[config.mk]
export PLATFORM = sky130hd
export DESIGN_NAME = nn_frame_loader
export DESIGN_NICKNAME = d
export VERILOG_FILES = /design/src/rtl/nn_frame_loader.sv
export SDC_FILE = /design/constraint.sdc
export NUM_CORES = 1
export LEC_CHECK = 0
export ABC_AREA = 1
export CAP_MARGIN = 25
export CORE_AREA = 8 8 311 313
export DETAILED_ROUTE_END_ITERATION = 6
export DIE_AREA = 0 0 319 321
export DONT_BUFFER_PORTS = 1
export GPL_TIMING_DRIVEN = 0
export PLACE_DENSITY_LB_ADDON = 0.05
export RECOVER_POWER = 50
export SLEW_MARGIN = 30
export SYNTH_ARGS = -nofsm -noshare
export SYNTH_HDL_FRONTEND = slang
export SYNTH_SLANG_ARGS = --single-unit
[constraint.sdc]
create_clock -name i_clk -period 2.3 [get_ports i_clk]
set_input_delay 0.575 -clock i_clk [delete_from_list [all_inputs] [get_ports i_clk]]
set_output_delay 0.575 -clock i_clk [all_outputs]
set_load 0.005 [all_outputs]
[src/rtl/nn_frame_loader.sv]
// nn_frame_loader: thresholds a row-major pixel stream into a 28x28 binary frame, launches the nn core, reports its prediction
// Ports:
//   i_clk, i_rst_n (async active-low), i_clear (sync abort back to FILL)
//   i_pix_valid/o_pix_ready/i_pix_sof/i_pix_data : pixel stream in
//   o_nn_data/o_nn_start                         : frame and launch pulse to the nn core
//   i_nn_resp/i_nn_prediction                    : nn core response
//   o_result_valid/o_result/o_result_err         : latched prediction report
//   o_busy                                       : launch or wait in progress
module nn_frame_loader #(
    parameter int         IMG_W     = 28,
    parameter int         IMG_H     = 28,
    parameter logic [7:0] THRESHOLD = 8'd128,
    parameter int         TIMEOUT   = 4096,
    localparam int        NPIX      = IMG_W * IMG_H
) (
    input  logic            i_clk,
    input  logic            i_rst_n,
    input  logic            i_clear,
    input  logic            i_pix_valid,
    output logic            o_pix_ready,
    input  logic            i_pix_sof,
    input  logic [7:0]      i_pix_data,
    output logic [NPIX-1:0] o_nn_data,
    output logic            o_nn_start,
    input  logic            i_nn_resp,
    input  logic [4:0]      i_nn_prediction,
    output logic            o_result_valid,
    output logic [3:0]      o_result,
    output logic            o_result_err,
    output logic            o_busy
);
    localparam int IW = $clog2(NPIX);
    localparam int TW = $clog2(TIMEOUT) + 1;
    typedef enum logic [1:0] {S_FILL, S_LAUNCH, S_WAIT} state_t;
    state_t          r_state, w_next;
    logic [IW-1:0]   r_idx, w_i;
    logic [NPIX-1:0] r_nn_data;
    logic [TW-1:0]   r_tmo;
    logic            r_nn_start, r_result_valid, r_result_err;
    logic [3:0]      r_result;
    logic            w_accept, w_bit, w_last, w_resp, w_tmo;
    assign o_pix_ready    = r_state == S_FILL;
    assign o_busy         = r_state == S_LAUNCH || r_state == S_WAIT;
    assign o_nn_data      = r_nn_data;
    assign o_nn_start     = r_nn_start;
    assign o_result_valid = r_result_valid;
    assign o_result       = r_result;
    assign o_result_err   = r_result_err;
    // clear is folded into every event qualifier so it overrides them all
    assign w_accept = i_pix_valid && o_pix_ready && !i_clear;
    assign w_i      = i_pix_sof ? '0 : r_idx;
    assign w_bit    = i_pix_data >= THRESHOLD;
    assign w_last   = w_accept && w_i == IW'(NPIX - 1);
    assign w_resp   = r_state == S_WAIT && i_nn_resp && !i_clear;
    assign w_tmo    = r_state == S_WAIT && !i_nn_resp && !i_clear && r_tmo == TW'(TIMEOUT - 1);
    always_comb begin
        w_next = r_state;
        if (i_clear) w_next = S_FILL;
        else if (r_state == S_FILL && w_last) w_next = S_LAUNCH;
        else if (r_state == S_LAUNCH) w_next = S_WAIT;
        else if (w_resp || w_tmo) w_next = S_FILL;
    end
    always_ff @(posedge i_clk or negedge i_rst_n)
        if (!i_rst_n) r_state <= S_FILL;
        else r_state <= w_next;
    always_ff @(posedge i_clk or negedge i_rst_n)
        if (!i_rst_n) begin
            r_idx          <= '0;
            r_nn_data      <= '0;
            r_tmo          <= '0;
            r_nn_start     <= 1'b0;
            r_result_valid <= 1'b0;
            r_result       <= 4'h0;
            r_result_err   <= 1'b0;
        end else begin
            r_nn_start     <= w_last;
            r_result_valid <= w_resp || w_tmo;
            r_tmo          <= r_state == S_LAUNCH ? '0 :
                              (r_state == S_WAIT && !(&r_tmo)) ? r_tmo + 1'b1 : r_tmo;
            if (i_clear) r_idx <= '0;
            else if (w_accept) r_idx <= w_last ? '0 : w_i + 1'b1;
            // a start-of-frame pixel discards whatever partial frame was loaded
            if (w_accept && i_pix_sof) r_nn_data <= NPIX'(w_bit);
            else if (w_accept) r_nn_data[r_idx] <= w_bit;
            if (w_resp) begin
                r_result     <= i_nn_prediction[3:0];
                r_result_err <= i_nn_prediction > 5'd9;
            end else if (w_tmo) begin
                r_result     <= 4'hF;
                r_result_err <= 1'b1;
            end
        end
endmodule
; Word-level counts from Yosys, hierarchy flattened
; Index checks and enable logic that the tools add are counted.
; Widths: inputs -> output; s select.
[word_totals]
reg_bits = 816
in_bits = 19
out_inout_bits = 793
word_cells = 61
[classes]
addsub = 2
magnitude_cmp = 4
n_eq_ne = 4
muxes = 19
reduce_logical = 24
[op_table]
columns = cell, count
row1 = $mux 784, 2
row2 = $bwmux 784, 1
row3 = $mux 10, 4
row4 = $mux 13, 2
row5 = $add 13x1->13 const B, 1
row6 = $eq 13x12->1 const B, 1
row7 = $reduce_and 13->1, 1
row8 = $logic_and 1x1->1, 12
row9 = $lt 10x11->1 const B, 1
row10 = $add 10x1->10 const B, 1
row11 = $demux 1 s10, 1
row12 = $eq 10x10->1 const B, 1
row13 = $ge 10x1->1 const B, 1
row14 = $ge 8x8->1 const B, 1
row15 = $mux 2, 4
row16 = $mux 4, 2
row17 = $reduce_bool 2->1, 4
row18 = $gt 5x4->1 const B, 1
row19 = $reduce_bool 4->1, 1
row20 = $logic_not 1->1, 3
row21 = $mux 1, 3
row22 = $eq 2x1->1 const B, 1
row23 = $eq 2x2->1 const B, 1
row24 = $logic_not 2->1, 1
row25 = $logic_or 1x1->1, 2

; Depth between registers and ports, before layout
; Gate-level depths: netlist of run 1.
[depth]
word_depth = 9
mapped_depth = 12
depth_no_buf = 11

; Worst setup path before layout of run 1
; OpenSTA, ideal clock, no wires.
[synth_path]
kind = register -> register
start = register r_state[0]
end = register r_nn_data[452], in the netlist o_nn_data[452]
setup_time_ps = 120
arrival_ps = 1869
required_ps = 2180
setup_slack_ps = 312
stages_incl_launch_ff = 10
period_less_slack_ps = 1988
cell_sequence = dfrtp_1 inv_1 ha_1 nand3_4 buf_6 nor3_4 buf_2 nand2_1 o21ai_0 inv_1
[synth_via]
elab_chain_len = 5
elab_cells_between_ends = 6
classes_between = 1 x mux / 5 x reduce/logical
[synth_lines]
columns = element, line
row1 = "start, declared", 35  ; state_t r_state, w_next;
row2 = "start signal, assigned", 65  ; else r_state <= w_next;
row3 = $logic_not 2->1 (*), 42  ; assign o_pix_ready = r_state == S_FILL;
row4 = via o_pix_ready, 20  ; output logic o_pix_ready,
row5 = $logic_and 1x1->1 (*) (2 in series), 50  ; assign w_accept = i_pix_valid && o_pix_ready && !i_clear;
row6 = $logic_and 1x1->1, 83  ; if (w_accept && i_pix_sof) r_nn_data <= NPIX'(w_bit);
row7 = $mux 784 / $reduce_bool 2->1 (equally long branches), --
row8 = "end signal, assigned", 83
row9 = "end signal, assigned by index", 84  ; else if (w_accept) r_nn_data[r_idx] <= w_bit;
row10 = "end, declared", 37  ; logic [NPIX-1:0] r_nn_data;
; The timed path passes the listed nets; every way through them passes the cells marked *.
; A chain may end at the register's enable or synchronous reset.

; Worst setup path in the final report of run 1
[layout_path]
start = register r_idx[8]
end = register r_nn_data[384], in the netlist o_nn_data[384]
[layout_via]
elab_chain_len = 7
elab_cells_between_ends = 8
classes_between = 2 x order compare / 5 x mux / 1 x reduce/logical
[layout_lines]
columns = element, line
row1 = "start, declared", 36  ; logic [IW-1:0] r_idx, w_i;
row2 = "start signal, assigned", 81  ; else if (w_accept) r_idx <= w_last ? '0 : w_i + 1'b1;
row3 = $lt 10x11->1 (not written as such) / $ge 10x1->1 (equally long branches), 84
row4 = $logic_and 1x1->1 (not written as such), 84
row5 = $mux 1 (not written as such), 84
row6 = $demux 1 s10 (*), 84
row7 = $bwmux 784 (*), 84
row8 = $mux 784 (*), 84
row9 = $mux 784 (*), 83
; Mark *: on every way between the ends. The rest lies on a longest branch, timed or not. The select of a mux whose other input is x is not followed.

==> flow_summary.json, run 1 <==
{
  "yosysWarningCount": 0,
  "synth.largest_area_cell": "sky130_fd_sc_hd__dfrtp_1",
  "net_count_of_the_finished_layout": 4612,
  "filler_cell_count": 8917,
  "ios": 812,
  "clock_buffer_count_from_cts": 94,
  "timing.fmax_mhz": 426,
  "place_ws_ns": -1.01,
  "post-dp-hpwl_um": 124000,
  "grt_first_pass_wirelength_um": 241000,
  "relSlewSlack_pct": 19.9,
  "cp.arrival_ns": 2.91,
  "cp_num_cells": 8,
  "clk_pin_slew_ns": 0.06,
  "slew_violations": 0,
  "yosysSeqAreaShare_pct": 56.2,
  "critical-path-top-delay-family": "simple AND/OR/NAND/NOR gates",
  "synthArstFlopShare_pct": 100,
  "timing.critical_path.cells": "inv_1, nor2_1, nand2_1, nor2_2, clkbuf_4, nand2_1, nand3_1, o21ai_1",
  "finalWorstPathRequiredPeriod_ns": 2.35,
  "floorplan.initialDensity_pct": 39.4,
  "syn_avg_cell_area_sq_um": 8.26,
  "timing.clock.skew_ns": 0.0181,
  "tritoncts": "yes",
  "violations_in_the_final_reports": "setup timing",
  "timing.critical_path.slowest_stage_cell": "sky130_fd_sc_hd__dfrtp_1",
  "routed_wl_um": 174000,
  "max-vdd-ir-drop_mv": 0.497,
  "drv_cap": 0,
  "dieHeight_um": 321,
  "synth_fp_nets": 4421,
  "synth-edff-count": 0,
  "min_path_type": "in -> reg",
  "setup_ws_ns": -0.0484,
  "drtPass1Iterations": 7,
  "clk_latency_ns": 0.68,
  "finalSetupViolations": 4,
  "io_buffers": 0,
  "die-area_sq_um": 102000,
  "netlist_instances": 4396,
  "finalHoldViolCount": 0,
  "vias_per_cell": 5.58,
  "synth.top_cells.by_area": "sky130_fd_sc_hd__dfrtp_1 56%, sky130_fd_sc_hd__nand2_1 15%, sky130_fd_sc_hd__o21ai_0 7.9%",
  "worstPathMaxFanout": 10,
  "distinct_cell_type_count_after_synthesis": 31,
  "yosysMostFrequentCell": "sky130_fd_sc_hd__nand2_1",
  "synthesis.area_sq_um": 36300,
  "postSynthRegisterBits": 816,
  "timing.setup.critical_path_class": "reg -> reg",
  "die-width_um": 319,
  "dp.cells": 5593,
  "worst-r2r-cell-count": 8,
  "antenna_violating_nets_post_route": 0,
  "synth-main-ff-cell": "sky130_fd_sc_hd__dfrtp_1",
  "clock_sink_count": 816,
  "cts_root_buffer": "sky130_fd_sc_hd__clkbuf_16",
  "gp_routability_congestion": 0.891,
  "drc": 0,
  "grt_max_degree": 817,
  "std_cell_rows": 112,
  "grt_pass1_vias": 29800,
  "instances_no_fill": 5862,
  "finalCritPeriodShare_pct": 102,
  "crit_path_end_kind": "flip-flop",
  "run_status": "finished, violations left",
  "globalRoute.totalOverflow": 0,
  "route.vias.total": 32700,
  "initial_detailed_routing_violation_count": 3888,
  "worst_ep_required_time_ns": 2.86,
  "final.setup.tns_ns": -0.0793,
  "synth.cells.most_frequent": "1415 x sky130_fd_sc_hd__nand2_1, 816 x sky130_fd_sc_hd__dfrtp_1, 575 x sky130_fd_sc_hd__o21ai_0",
  "htree_num_levels": 3,
  "leakage_nw": 22.3,
  "initial_antenna_violation_count": 7,
  "worstPathBufferInverterCount": 2,
  "rsz0062_at_grt": "true",
  "timing.critical_path.from_type": "flip-flop",
  "slowest_delay_ns": 0.47,
  "final_layout_size_suffix_gt1_share_pct": 14.2,
  "routed_wirelength_normalized_by_instance_count_um": 29.7,
  "grt_use_total_pct": 32.7,
  "worstHoldPathCells": 2,
  "power_per_cell_area_nw_per_um2": 720,
  "critical-path-top-cell-by-count": "sky130_fd_sc_hd__nand2_1",
  "tightest_slew_ns": 1.20,
  "areaGrowthSynthToFinish_pct": 19.2,
  "synth_top_area_share_pct": 56.2,
  "clock_path_buffers": 3,
  "placeableCoreArea_sq_um": 92200
}
==> per-stage QoR <==
step	power, mW	util (%)	cell area [sq um]	hold slack, ns
finish	31.2	46.9	43300	0.0517
global route	32.0	46.9	43300	0.0336
CTS	31.0	46.1	42500	-0.425
detailed placement	15.5	41.0	37800	0.322
global placement	15.5	41.0	37800	0.314
floorplan	15.1	-	36300	0.279
==> cells in the final DEF, fill, tap and decap left out, types with 8 or more instances in the layout <==
| cell type | netlist | layout |
|---|---|---|
| sky130_fd_sc_hd__nand2_1 | 1415 | 1401 |
| sky130_fd_sc_hd__dfrtp_1 | 816 | 814 |
| sky130_fd_sc_hd__o21ai_0 | 575 | 564 |
| sky130_fd_sc_hd__nand3_1 | 545 | 543 |
| sky130_fd_sc_hd__inv_1 | 305 | 302 |
| sky130_fd_sc_hd__o21ai_1 | 218 | 229 |
| sky130_fd_sc_hd__clkbuf_2 | 0 | 135 |
| sky130_fd_sc_hd__clkbuf_16 | 0 | 96 |
| sky130_fd_sc_hd__buf_4 | 32 | 95 |
| sky130_fd_sc_hd__nor2_1 | 110 | 74 |
| sky130_fd_sc_hd__buf_2 | 65 | 58 |
| sky130_fd_sc_hd__buf_6 | 4 | 36 |
| sky130_fd_sc_hd__nor2_4 | 2 | 34 |
| sky130_fd_sc_hd__clkbuf_8 | 0 | 34 |
| sky130_fd_sc_hd__clkbuf_1 | 190 | 31 |
| sky130_fd_sc_hd__nor3_4 | 26 | 27 |
| sky130_fd_sc_hd__buf_12 | 0 | 27 |
| sky130_fd_sc_hd__clkbuf_4 | 0 | 26 |
| sky130_fd_sc_hd__clkinv_2 | 0 | 16 |
| sky130_fd_sc_hd__buf_8 | 0 | 14 |
| sky130_fd_sc_hd__inv_2 | 8 | 10 |
| sky130_fd_sc_hd__nand4_1 | 10 | 10 |
| sky130_fd_sc_hd__nand2_4 | 1 | 8 |
| sky130_fd_sc_hd__nor2_2 | 4 | 8 |
==> flip-flops by register name (all words and copies together), names as in the netlist <==
| name | count |
|---|---|
| r_idx | 10 |
| o_result_err | 1 |
| o_nn_data | 784 |
| r_tmo | 13 |
| o_result | 4 |
| o_nn_start | 1 |
| o_result_valid | 1 |
| r_state | 2 |
==> report_power, final <==
| part | total, mW | switching [mW] | internal [mW] |
|---|---|---|---|
| logic | 1.25 | 1.01 | 0.238 |
| registers | 14.4 | 0.0260 | 14.4 |
| clock network | 15.5 | 6.50 | 9.00 |
==> area by class of cell <==
cell class | count | area, sq um | area share (%)
clock buffer | 141 | 2800 | 6.47
multi-input combinational | 2943 | 13600 | 31.5
antenna | 1 | 2.50 | 0.00578
tap | 1197 | 1500 | 3.46
timing repair buffer | 100 | 1180 | 2.72
sequential | 816 | 20400 | 47.2
inverter | 313 | 1180 | 2.72
buffer | 319 | 2200 | 5.08
clock inverter | 32 | 360 | 0.833
==> what timing repair did <==
action / in CTS / in global routing
buffers inserted: 75 / 13
endpoints found under the hold margin: 816 / 232
endpoints found under the setup margin: 795 / 910
pin swaps: 36 / 18
cloned: 0 / 2
gates resized for setup: 332 / 206
==> metal layers <==
layer	routed length, um	part of all wire, %	up-vias	GRT usage (%)
met3	18900	11	336	12.0
met2	79800	46	1609	52.0
li1	-	-	14700	-
met4	9140	5.2	4	14.5
met1	66500	38	16000	39.7
met5	34	0.019	-	0
==> final timing paths <==
check	startpoint	to	slack, ns
worst max-delay path	r_idx[8]	o_nn_data[384]	-0.05
worst min-delay path	i_nn_prediction[3]	o_result[3]	0.05
worst max register to register	r_idx[8]	o_nn_data[384]	-0.05
worst min register to register	r_tmo[1]	r_tmo[1]	0.51
max in group asynchronous	i_rst_n	o_nn_data[290]	0.24
min in group asynchronous	i_rst_n	o_nn_data[79]	0.19
==> logic make-up after synthesis <==
family | count (synthesis) | synth area share, %
XOR/XNOR | 6 | 0.145
AO/OA/AOI/OAI | 805 | 11.1
flip-flops | 816 | 56.2
buffers and inverters | 637 | 7.22
adder cells (fa/ha/maj) | 6 | 0.207
AND/OR/NAND/NOR | 2126 | 25.0
No activity file was read; power rests on OpenSTA's default activity.
==> run 2, diff against run 1 <==
--- a/config.mk
+++ b/config.mk
@@ -5,13 +5,13 @@
 export SDC_FILE = /design/constraint.sdc
 export NUM_CORES = 1
 export LEC_CHECK = 0
-export ABC_AREA = 1
 export CAP_MARGIN = 25
-export CORE_AREA = 8 8 311 313
+export CORE_AREA = 8 8 313 315
 export DETAILED_ROUTE_END_ITERATION = 6
-export DIE_AREA = 0 0 319 321
+export DIE_AREA = 0 0 321 323
 export DONT_BUFFER_PORTS = 1
 export GPL_TIMING_DRIVEN = 0
+export MAX_ROUTING_LAYER = met4
 export PLACE_DENSITY_LB_ADDON = 0.05
 export RECOVER_POWER = 50
 export SLEW_MARGIN = 30
==> flow_summary.json, run 2 <==
{
  "synth.largest_area_cell": "sky130_fd_sc_hd__dfrtp_1",
  "cp.arrival_ns": 2.90,
  "reg2reg_slack_ns": -0.04,
  "dieHeight_um": 323,
  "slew_violations": 115,
  "area_occupied_by_multi_input_gates_sq_um": 15200,
  "drc": 0,
  "relSlewSlack_pct": -18.4,
  "synthArstFlopShare_pct": 100,
  "initial_detailed_routing_violation_count": 3732,
  "htree_num_levels": 3,
  "finalCritPeriodShare_pct": 102,
  "netlist_instances": 3970,
  "max-vdd-ir-drop_mv": 0.518,
  "yosysWarningCount": 0,
  "crit_path_end_kind": "flip-flop",
  "drtPass1Iterations": 5,
  "synth-main-ff-cell": "sky130_fd_sc_hd__dfrtp_1",
  "largest_reg_flops": 784,
  "synth_fp_nets": 3995,
  "synthesis.area_sq_um": 36800,
  "finalHoldViolCount": 4,
  "net_count_of_the_finished_layout": 4214,
  "worstPathMaxFanout": 10,
  "distinct_cell_type_count_after_synthesis": 68,
  "timing.setup.critical_path_class": "reg -> reg",
  "layout.cells.most_common": "sky130_fd_sc_hd__dfrtp_1",
  "run_status": "finished, violations left",
  "postSynthRegisterBits": 816,
  "initial_antenna_violation_count": 6,
  "routed_wl_um": 208000,
  "yosysMostFrequentCell": "sky130_fd_sc_hd__dfrtp_1",
  "worst_ep_required_time_ns": 2.86,
  "regArea_sq_um": 20400,
  "clk_latency_ns": 0.69,
  "grt_first_pass_wirelength_um": 282000,
  "startpoint": "r_state[0]",
  "die-width_um": 321,
  "timing.fmax_mhz": 428,
  "grt_use_total_pct": 39.1,
  "total_power_draw_mw": 31.8,
  "final_layout_size_suffix_gt1_share_pct": 20.7,
  "antenna_violating_nets_post_route": 0,
  "synth-edff-count": 0,
  "clock_sink_count": 816,
  "leakage_nw": 19.3,
  "syn_avg_cell_area_sq_um": 9.27,
  "clk_pin_slew_ns": 0.06,
  "yosysSeqAreaShare_pct": 55.5,
  "cts_root_buffer": "sky130_fd_sc_hd__clkbuf_16",
  "power_per_cell_area_nw_per_um2": 691,
  "io_buffers": 0,
  "ios": 812,
  "finalSetupViolations": 72,
  "filler_cell_count": 8813,
  "gp_routability_congestion": 0.952,
  "timing.critical_path.from_type": "flip-flop",
  "finalWorstPathRequiredPeriod_ns": 2.34,
  "grt_max_degree": 817,
  "finalCoreUtilization_pct": 49.7,
  "grt_pass1_vias": 34100,
  "areaGrowthSynthToFinish_pct": 25.3,
  "rr_startpoint": "r_state[0]",
  "clock_path_buffers": 3,
  "violations_in_the_final_reports": "hold timing, capacitance limit, slew limit, setup timing",
  "globalRoute.totalOverflow": 0,
  "post-dp-hpwl_um": 148000,
  "synth.top_cells.by_area": "sky130_fd_sc_hd__dfrtp_1 56%, sky130_fd_sc_hd__nand3_1 11%, sky130_fd_sc_hd__o21ai_0 10%",
  "clock_buffer_count_from_cts": 96,
  "timing.clock.skew_ns": 0.0160,
  "floorplan.initialDensity_pct": 39.6,
  "drv_cap": 1,
  "vias_per_cell": 6.39,
  "placeableCoreArea_sq_um": 92800,
  "mostFrequentLayoutCells": "816 x sky130_fd_sc_hd__dfrtp_1, 751 x sky130_fd_sc_hd__o21ai_0, 728 x sky130_fd_sc_hd__nand3_1, 709 x sky130_fd_sc_hd__a21oi_1, 148 x sky130_fd_sc_hd__buf_4",
  "routed_wirelength_normalized_by_instance_count_um": 37.6,
  "tightest_slew_ns": 1.78,
  "rsz0062_at_grt": "true",
  "die-area_sq_um": 104000,
  "min_path_type": "in -> async",
  "holdWs_ns": -0.0168,
  "route.vias.total": 35300,
  "synth_top_area_share_pct": 55.5,
  "tritoncts": "yes",
  "setup_ws_ns": -0.0358,
  "std_cell_rows": 112,
  "synth.cells.most_frequent": "816 x sky130_fd_sc_hd__dfrtp_1, 797 x sky130_fd_sc_hd__nand3_1, 770 x sky130_fd_sc_hd__o21ai_0"
}
==> run 2: changes by cell type in the layout (fill, tap and decap cells not counted), moves of 27 or more <==
cell,delta
sky130_fd_sc_hd__o21ai_1,-210
sky130_fd_sc_hd__a21oi_1,+703
sky130_fd_sc_hd__o21ai_0,+187
sky130_fd_sc_hd__nor2_1,-61
sky130_fd_sc_hd__nand2_1,-1324
sky130_fd_sc_hd__nand3_1,+185
sky130_fd_sc_hd__a21oi_2,+61
sky130_fd_sc_hd__clkbuf_1,+109
sky130_fd_sc_hd__nand3_2,+40
sky130_fd_sc_hd__clkbuf_2,-76
sky130_fd_sc_hd__mux2i_1,+27
sky130_fd_sc_hd__buf_4,+53
sky130_fd_sc_hd__inv_1,-297
sky130_fd_sc_hd__buf_12,+37
==> run 2: cell families after synthesis <==
family	Yosys count	synth area share (%)
xor gates and xnor gates	3	0.0714
muxes	29	0.796
adders and majority gates	6	0.204
and+or+nand+nor	1050	15.4
DFF	816	55.5
AOI/OAI and AO/OA	1573	21.8
buffers and inverters	493	6.27
==> run 2: layout make-up <==
| cell class | count | share of cell area [%] |
|---|---|---|
| diodes | 8 | 0.0434 |
| plain buffers | 477 | 8.78 |
| clock buffers | 145 | 6.25 |
| clock inverters | 24 | 0.701 |
| inverters | 7 | 0.0570 |
| multi-input cells | 2661 | 33.1 |
| flip-flops and latches | 816 | 44.3 |
| well taps | 1254 | 3.41 |
| repair buffers | 130 | 3.38 |
==> run 2: worst paths after layout <==
kind	cells past startpoint	end
setup / recovery	11	o_nn_data[330]
hold / removal	2	o_nn_data[423]
setup reg to reg	11	o_nn_data[330]
hold reg to reg	1	o_result[3]
max in group asynchronous	3	o_nn_data[238]
min in group i_clk	1	o_result[2]
==> run 2: what timing repair did <==
action,in CTS,in global routing
cloned,9,9
resized for setup,588,390
pin swaps,39,41
endpoints found under the hold margin,816,155
setup buffers,82,22
setup endpoints to repair,798,782
==> run 2: routing by layer <==
metal / wire length [um] / track usage (%) / up-vias
li1: - / - / 14700
met1: 73200 / 43.1 / 18100
met2: 99200 / 64.3 / 1929
met3: 23400 / 14.0 / 505
met4: 11800 / 16.5 / 0
met5: 0 / - / -
==> run 2: through the flow <==
step / std cells / cell area, sq um / setup TNS, ns / worst slack, ns / hold WS (ns)
finish: 5522 / 46100 / -0.831 / -0.0358 / -0.0168
global route: 5519 / 46100 / -26.40 / -0.106 / 0.0401
CTS: 5478 / 44300 / -0.969 / -0.0773 / -0.421
detailed placement: 5224 / 38400 / -778.57 / -1.26 / 0.312
global placement: 5224 / 38400 / -773.45 / -1.29 / 0.317
floorplan: 3970 / 36800 / 0 / 0.108 / 0.279
==> run 2: power breakdown <==
group	switching, mW	total [mW]	internal (mW)
combinational	1.18	1.56	0.384
clock	6.58	15.9	9.28
sequential	0.0277	14.4	14.4
==> run 2: critical path, stage by stage (launching register included) <==
cell and delay [ns]:
sky130_fd_sc_hd__dfrtp_1 0.40, sky130_fd_sc_hd__inv_2 0.10, sky130_fd_sc_hd__ha_4 0.18, sky130_fd_sc_hd__buf_6 0.13, sky130_fd_sc_hd__buf_2 0.14, sky130_fd_sc_hd__and3b_2 0.22
sky130_fd_sc_hd__clkbuf_16 0.17, sky130_fd_sc_hd__and2_4 0.20, sky130_fd_sc_hd__buf_12 0.19, sky130_fd_sc_hd__buf_12 0.17, sky130_fd_sc_hd__buf_6 0.20, sky130_fd_sc_hd__a21oi_1 0.06
